File: src/rtl/dt_skeleton_extract_if.sv
// Bus bundle for dt_skeleton_extract: start/done handshake, result RAM read
// port and skeleton RAM write port. The skeleton extractor is the master.
interface dt_skeleton_extract_if;
  logic        start;
  logic        done;
  logic        res_rd;
  logic [13:0] res_addr;
  logic [7:0]  res_di;
  logic        sk_wr;
  logic [9:0]  sk_addr;
  logic [15:0] sk_do;

  modport master (
    input  start, res_di,
    output done, res_rd, res_addr, sk_wr, sk_addr, sk_do
  );

  modport slave (
    output start, res_di,
    input  done, res_rd, res_addr, sk_wr, sk_addr, sk_do
  );
endinterface

File: src/rtl/dt_skeleton_extract.sv
// dt_skeleton_extract: scans the 128x128 distance-transform result RAM and
// writes a packed 1-bit skeleton (ridge) image, 16 pixels per word.
// A pixel is a ridge pixel when it is non-zero and >= every neighbour.
// Optional macro SK_8CONN_EN: compare against 8 neighbours instead of 4.
module dt_skeleton_extract (
  input logic                   clk,
  input logic                   reset,
  dt_skeleton_extract_if.master bus
);
`ifdef SK_8CONN_EN
  localparam int NSLOT = 8;
`else
  localparam int NSLOT = 4;
`endif
  localparam logic [2:0] LAST_SLOT = 3'(NSLOT - 1);

  typedef enum logic [2:0] {IDLE, READ_C, READ_N, EVAL, WRITE, DONE} state_t;

  state_t      state, state_nxt;
  logic [13:0] p;
  logic [7:0]  c_val;
  logic [7:0]  m_val;
  logic [2:0]  slot;
  logic [15:0] word_buf;

  logic [7:0]  dr, dc;
  logic [7:0]  nb_row, nb_col;
  logic        nb_in;
  logic [13:0] nb_addr;
  logic        eval_bit;

  function automatic logic [7:0] max_u8(input logic [7:0] a, input logic [7:0] b);
    return (a >= b) ? a : b;
  endfunction

  // Row/column offset of the neighbour visited in the current slot (two's complement, 8 bit)
  always_comb begin
    dr = 8'h00;
    dc = 8'h00;
`ifdef SK_8CONN_EN
    case (slot)
      3'd0: begin dr = 8'hFF; dc = 8'hFF; end
      3'd1: begin dr = 8'hFF; dc = 8'h00; end
      3'd2: begin dr = 8'hFF; dc = 8'h01; end
      3'd3: begin dr = 8'h00; dc = 8'hFF; end
      3'd4: begin dr = 8'h00; dc = 8'h01; end
      3'd5: begin dr = 8'h01; dc = 8'hFF; end
      3'd6: begin dr = 8'h01; dc = 8'h00; end
      default: begin dr = 8'h01; dc = 8'h01; end
    endcase
`else
    case (slot)
      3'd0: begin dr = 8'hFF; dc = 8'h00; end
      3'd1: begin dr = 8'h00; dc = 8'hFF; end
      3'd2: begin dr = 8'h00; dc = 8'h01; end
      3'd3: begin dr = 8'h01; dc = 8'h00; end
      default: begin dr = 8'h00; dc = 8'h00; end
    endcase
`endif
  end

  // Stepping off any image edge (-1 or 128) sets bit 7, which flags the neighbour as outside
  assign nb_row   = {1'b0, p[13:7]} + dr;
  assign nb_col   = {1'b0, p[6:0]} + dc;
  assign nb_in    = ~nb_row[7] & ~nb_col[7];
  assign nb_addr  = {nb_row[6:0], nb_col[6:0]};
  assign eval_bit = (c_val != 8'd0) && (c_val >= m_val);

  // State register
  always_ff @(posedge clk) begin
    if (reset) state <= IDLE;
    else       state <= state_nxt;
  end

  // Next-state decode and all outputs, which are zero outside their active states
  always_comb begin
    state_nxt    = state;
    bus.done     = 1'b0;
    bus.res_rd   = 1'b0;
    bus.res_addr = 14'd0;
    bus.sk_wr    = 1'b0;
    bus.sk_addr  = 10'd0;
    bus.sk_do    = 16'd0;
    case (state)
      IDLE: if (bus.start) state_nxt = READ_C;
      READ_C: begin
        bus.res_rd   = 1'b1;
        bus.res_addr = p;
        state_nxt    = (bus.res_di == 8'd0) ? EVAL : READ_N;
      end
      READ_N: begin
        if (nb_in) begin
          bus.res_rd   = 1'b1;
          bus.res_addr = nb_addr;
        end
        if (slot == LAST_SLOT) state_nxt = EVAL;
      end
      EVAL: state_nxt = (p[3:0] == 4'hF) ? WRITE : READ_C;
      WRITE: begin
        bus.sk_wr   = 1'b1;
        bus.sk_addr = p[13:4];
        bus.sk_do   = word_buf;
        state_nxt   = (p == 14'h3FFF) ? DONE : READ_C;
      end
      DONE: begin
        bus.done  = 1'b1;
        state_nxt = IDLE;
      end
      default: state_nxt = IDLE;
    endcase
  end

  // Pixel index, centre/max latches, slot counter and the word being assembled
  always_ff @(posedge clk) begin
    if (reset) begin
      p        <= 14'd0;
      c_val    <= 8'd0;
      m_val    <= 8'd0;
      slot     <= 3'd0;
      word_buf <= 16'd0;
    end else begin
      case (state)
        IDLE: begin
          p        <= 14'd0;
          word_buf <= 16'd0;
        end
        READ_C: begin
          c_val <= bus.res_di;
          m_val <= 8'd0;
          slot  <= 3'd0;
        end
        READ_N: begin
          if (nb_in) m_val <= max_u8(m_val, bus.res_di);
          slot <= slot + 3'd1;
        end
        EVAL: begin
          word_buf[p[3:0]] <= eval_bit;
          if (p[3:0] != 4'hF) p <= p + 14'd1;
        end
        WRITE: begin
          word_buf <= 16'd0;
          if (p != 14'h3FFF) p <= p + 14'd1;
        end
        default: ;
      endcase
    end
  end
endmodule
File: src/flat_wrapper.sv
// flat-port wrapper written by rule: the top's interface ports become plain ports
module dt_skeleton_extract_flat 
  (clk, reset, bus_start, bus_res_di, bus_done, bus_res_rd, bus_res_addr, bus_sk_wr, bus_sk_addr, bus_sk_do);
  dt_skeleton_extract_if bus_i ();
  input logic clk;
  input logic reset;
  input wire logic [$bits(bus_i.start)-1:0] bus_start;
  input wire logic [$bits(bus_i.res_di)-1:0] bus_res_di;
  output wire logic [$bits(bus_i.done)-1:0] bus_done;
  output wire logic [$bits(bus_i.res_rd)-1:0] bus_res_rd;
  output wire logic [$bits(bus_i.res_addr)-1:0] bus_res_addr;
  output wire logic [$bits(bus_i.sk_wr)-1:0] bus_sk_wr;
  output wire logic [$bits(bus_i.sk_addr)-1:0] bus_sk_addr;
  output wire logic [$bits(bus_i.sk_do)-1:0] bus_sk_do;
  assign bus_i.start = bus_start;
  assign bus_i.res_di = bus_res_di;
  assign bus_done = bus_i.done;
  assign bus_res_rd = bus_i.res_rd;
  assign bus_res_addr = bus_i.res_addr;
  assign bus_sk_wr = bus_i.sk_wr;
  assign bus_sk_addr = bus_i.sk_addr;
  assign bus_sk_do = bus_i.sk_do;
  dt_skeleton_extract u_core (.clk(clk), .reset(reset), .bus(bus_i));
endmodule
File: config.mk
export PLATFORM = sky130hd
export DESIGN_NAME = dt_skeleton_extract_flat
export DESIGN_NICKNAME = d
export VERILOG_FILES = /design/src/rtl/dt_skeleton_extract_if.sv /design/src/rtl/dt_skeleton_extract.sv /design/src/flat_wrapper.sv
export SDC_FILE = /design/constraint.sdc
export NUM_CORES = 1
export LEC_CHECK = 0
export CORE_MARGIN = 5
export CORE_UTILIZATION = 35
export DETAILED_ROUTE_END_ITERATION = 10
export PLACE_DENSITY = 0.54
export SLEW_MARGIN = 40
export SYNTH_ARGS = -nofsm -noshare
export SYNTH_HDL_FRONTEND = slang
export SYNTH_SLANG_ARGS = --single-unit
export TNS_END_PERCENT = 50
File: constraint.sdc
create_clock -name clk -period 8.07 [get_ports clk]
set_input_delay 1.614 -clock clk [delete_from_list [all_inputs] [get_ports clk]]
set_output_delay 1.614 -clock clk [all_outputs]
set_load 0.05 [all_outputs]
==> metrics.csv <==
stage,metric,value,unit
setup_path,crit path kind,flip-flop to output port,
synth,simple-gate area share of the yosys netlist,28.7,%
timing,# setup viols final,0,
setup_path,crit path capture type,output port,
setup_path,CP max stage delay,0.82,ns
die,die area,12400,um^2
setup_path,worst-case reg-to-reg path depth,11,
timing,unrepaired setup endpoints after global routing,false,
synth,post-synthesis area per instance,7.49,um^2
clock_network,Worst-Skew Late Latency,0.31,ns
setup_path,Slowest cell on crit path,clkdlybuf4s50_1,
synth,top-area cell type share of the netlist area,28.9,%
synth,"Seq/Total Area, Yosys",28.9,%
setup_path,RR Startpoint,u_core.slot[0],
route,Pre-Repair DR Iteration Count,4,
setup_path,Worst Setup Start Kind,flip-flop,
timing,Final min period,5.91,ns
layout,share of cells above drive strength 1,3.87,%
synth,Synth Area in XOR/XNOR,3.41,%
route,WL per Instance,15.4,um
layout,area grow syn2layout,21.6,%
timing,fin. max-slew vios,0,
die,Die Ht,111,um
synth,ys flop type,dfxtp_1,
power,Lkg Pwr,1.67,nW
setup_path,"Largest delay share family, worst path",compound AO/OA/AOI/OAI gates,
route,vias after detailed routing,3420,
min_path,hold_sp,u_core.word_buf[15],
timing,TNS Setup,0,ns
global_route,first-pass GRT wire length,16700,um
global_route,initial antenna violation count,0,
synth,post-synth net total,526,
power,Peak supply drop,0.0846,mV
outcome,outcome,completed,
setup_path,r2r endpoint,u_core.m_val[5],
clock_network,Sink Count,52,
global_route,vias in the first global route,3319,
clock_network,CTS tree,built,
die,number of cell rows,37,
placed_design,I/O Buffers,53,
setup_path,CP required,6.46,ns
synth,Synth Area in Compound Gates,17.7,%
synth,Synth top cells by count,"nand2_1 (73), dfxtp_1 (52), nor2_1 (36)",
route,DRC viols,0,
synth,fraction of synthesized area in multiplexers,2.51,%
synth,Post-synth EDFFs,0,
global_route,grt peak-use layer,met2,
min_path,min-delay worst type,flip-flop to flip-flop,
clock_network,cts repair resizes,0,
setup_path,Worst Setup SP,u_core.slot[0],
clock_network,Longest Clk Path Bufs,2,
global_route,GRT Util Overall,16.0,%
timing,final worst path period share,73.3,%
placed_design,placed wire-length estimate,7370,um
setup_path,buffers plus inverters on the worst setup path,3,
timing,slew margin rel.,47.7,%
timing,Worst Skew,0.0150,ns
global_route,GR Overflow Total,0,
synth,mapped cell area,3600,um^2
setup_path,Critical Path End,bus_res_addr[2],
die,die width,111,um
synth,Ys Warns,0,
clock_network,setup bufs post-CTS,0,
placed_design,gp weighted congestion,0.836,
setup_path,Worst EP arrival,4.30,ns
global_route,met3 Use GR,2.61,%
synth,Mapped Cells,480,
global_route,met1 usage,21.5,%
clock_network,CTS buffer count,5,
synth,adder-cell share of the synthesized area,12.4,%
synth,largest cells by area after synthesis,"dfxtp_1 (29%), ha_1 (12%), nand2_1 (7.6%)",
power,power per cell area,137,nW/um^2
setup_path,CP Depth,12,
synth,top-count cell post-synth,nand2_1,
setup_path,crit-path max FO,11,
flow_run,Max-Cap Viols,0,
global_route,pin count of the biggest net entering global routing,37,
die,Core ar.,10200,um^2
route,Initial DRC Count,195,
clock_network,"CTS clk-pin slew, worst paths",0.09,ns
layout,fin nets,563,
setup_path,reg2reg setup slack,4.33,ns
route,final wirelength,10100,um
synth,Cell variety after synth,50,
clock_network,H-tree levels,2,
layout,ant diodes,0,
timing,Achievable Freq,169,MHz
synth,Yosys reg bits,52,
timing,"Hold Vio Cnt, Final",0,
route,routed vias/inst,5.24,
die,IO Pins,54,
global_route,met2 Use GR,26.8,%
clock_network,Post-CTS Hold Fix Bufs,0,
placed_design,placed instance area,4240,um^2
clock_network,Root Driver,clkbuf_8,
synth,"area leader, netlist",dfxtp_1,
synth,main combinational cell family by area after synthesis,simple AND/OR/NAND/NOR gates,
route,antenna-violating nets left,0,
setup_path,"Cell Chain, Critical Path",inv_1 -> ha_1 -> nand2b_1 -> inv_1 -> ha_1 -> a211o_1 -> a21boi_2 -> o211ai_2 -> a2111o_1 -> or2_2 -> a31oi_1 -> clkdlybuf4s50_1,
synth,Synth async-reset ratio,0,%
timing,Slew @ Worst Pin,0.781,ns
die,starting density of the core,35.3,%
layout,fin area,4370,um^2
[layout make-up]
| type | count | area, um^2 |
|---|---|---|
| Timing Repair Buffer | 57 | 561 |
| Sequential cell | 52 | 1040 |
| Multi-Input combinational cell | 368 | 2350 |
| Clock inverter | 2 | 60.1 |
| Fill cell | 1050 | 5810 |
| Inverter | 33 | 124 |
| Clock buffer | 5 | 68.8 |
| Tap cell | 136 | 170 |
[per-stage QoR]
step / instances / total power [W] / hold WS [ns] / setup slack [ns] / util [%]
detailed placement: 646 / 0.000392 / 0.458 / 2.47 / 41.7
global route: 653 / 0.000626 / 0.506 / 1.83 / 42.9
finish: 653 / 0.000599 / 0.475 / 2.16 / 42.9
floorplan: 480 / 0.000355 / 0.435 / 2.67 / -
global placement: 646 / 0.000389 / 0.450 / 2.44 / 41.5
CTS: 653 / 0.000604 / 0.479 / 2.12 / 42.9
[worst min-delay path by stage]
stage / endpoint / slack (ns) / cells after the start
2_1_floorplan: u_core.word_buf[15] / 0.44 / 2
3_3_place_gp: u_core.word_buf[15] / 0.45 / 2
3_5_place_dp: u_core.word_buf[3] / 0.46 / 2
4_1_cts: u_core.word_buf[6] / 0.48 / 2
5_1_grt: u_core.word_buf[1] / 0.51 / 2
6_report: u_core.word_buf[15] / 0.47 / 2
[cells in the final DEF (no fill, tap or decap), types with 2 or more instances in the layout]
master	count
a2111oi_4	2
a211o_1	2
a21o_1	5
a21oi_1	30
a31oi_1	3
and2_1	4
and3_1	28
buf_4	4
bufinv_16	2
clkbuf_8	5
clkdlybuf4s50_1	53
dfxtp_1	52
ha_1	34
inv_1	33
mux2i_1	9
nand2_1	73
nand2b_1	6
nand3_1	25
nand4_1	8
nor2_1	35
nor2b_1	4
nor3_1	2
nor3b_1	3
nor4_1	7
o211ai_1	6
o21a_1	2
o21ai_0	29
o22ai_1	3
o31ai_1	7
or3_1	7
xnor2_1	5
xor2_1	9
[cell families after synthesis]
logic type	count (synthesis)
buffers and inverters	60
flip-flops	52
multiplexers	9
XOR/XNOR	14
adder cells (fa/ha/maj)	35
AND/OR/NAND/NOR	211
AO/OA/AOI/OAI	99
[per-layer routing]
| layer | vias up | share of wire, % | wire [um] |
|---|---|---|---|
| met1 | 1583 | 48 | 4820 |
| met2 | 75 | 47 | 4680 |
| met4 | 0 | 1.6 | 156 |
| met5 | - | 0 | 0 |
| li1 | 1752 | - | - |
| met3 | 10 | 4.0 | 400 |
[power by group]
part	switching, W	internal (W)	total [W]
Combinational	0.0000754	0.0000398	0.000115
Clock	0.0000908	0.000122	0.000213
Sequential	0.00000809	0.000262	0.000270
Total	0.000174	0.000424	0.000599
[state kept, by name, summed over array words and instances (netlist names)]
| name | count |
|---|---|
| u_core.c_val | 8 |
| u_core.m_val | 8 |
| u_core.p | 14 |
| u_core.slot | 3 |
| u_core.state | 3 |
| u_core.word_buf | 16 |
[worst register-to-register path: cells and delay by family, from the launching register on]
kind / cells / cell delay (ns)
AND/OR/NAND/NOR: 1 / 0.19
adder cells (fa/ha/maj): 2 / 0.52
AO/OA/AOI/OAI: 5 / 2.03
buffers and inverters: 2 / 0.27
multiplexers: 1 / 0.25
flip-flops: 1 / 0.41
Power figures use the tool's default switching activity.
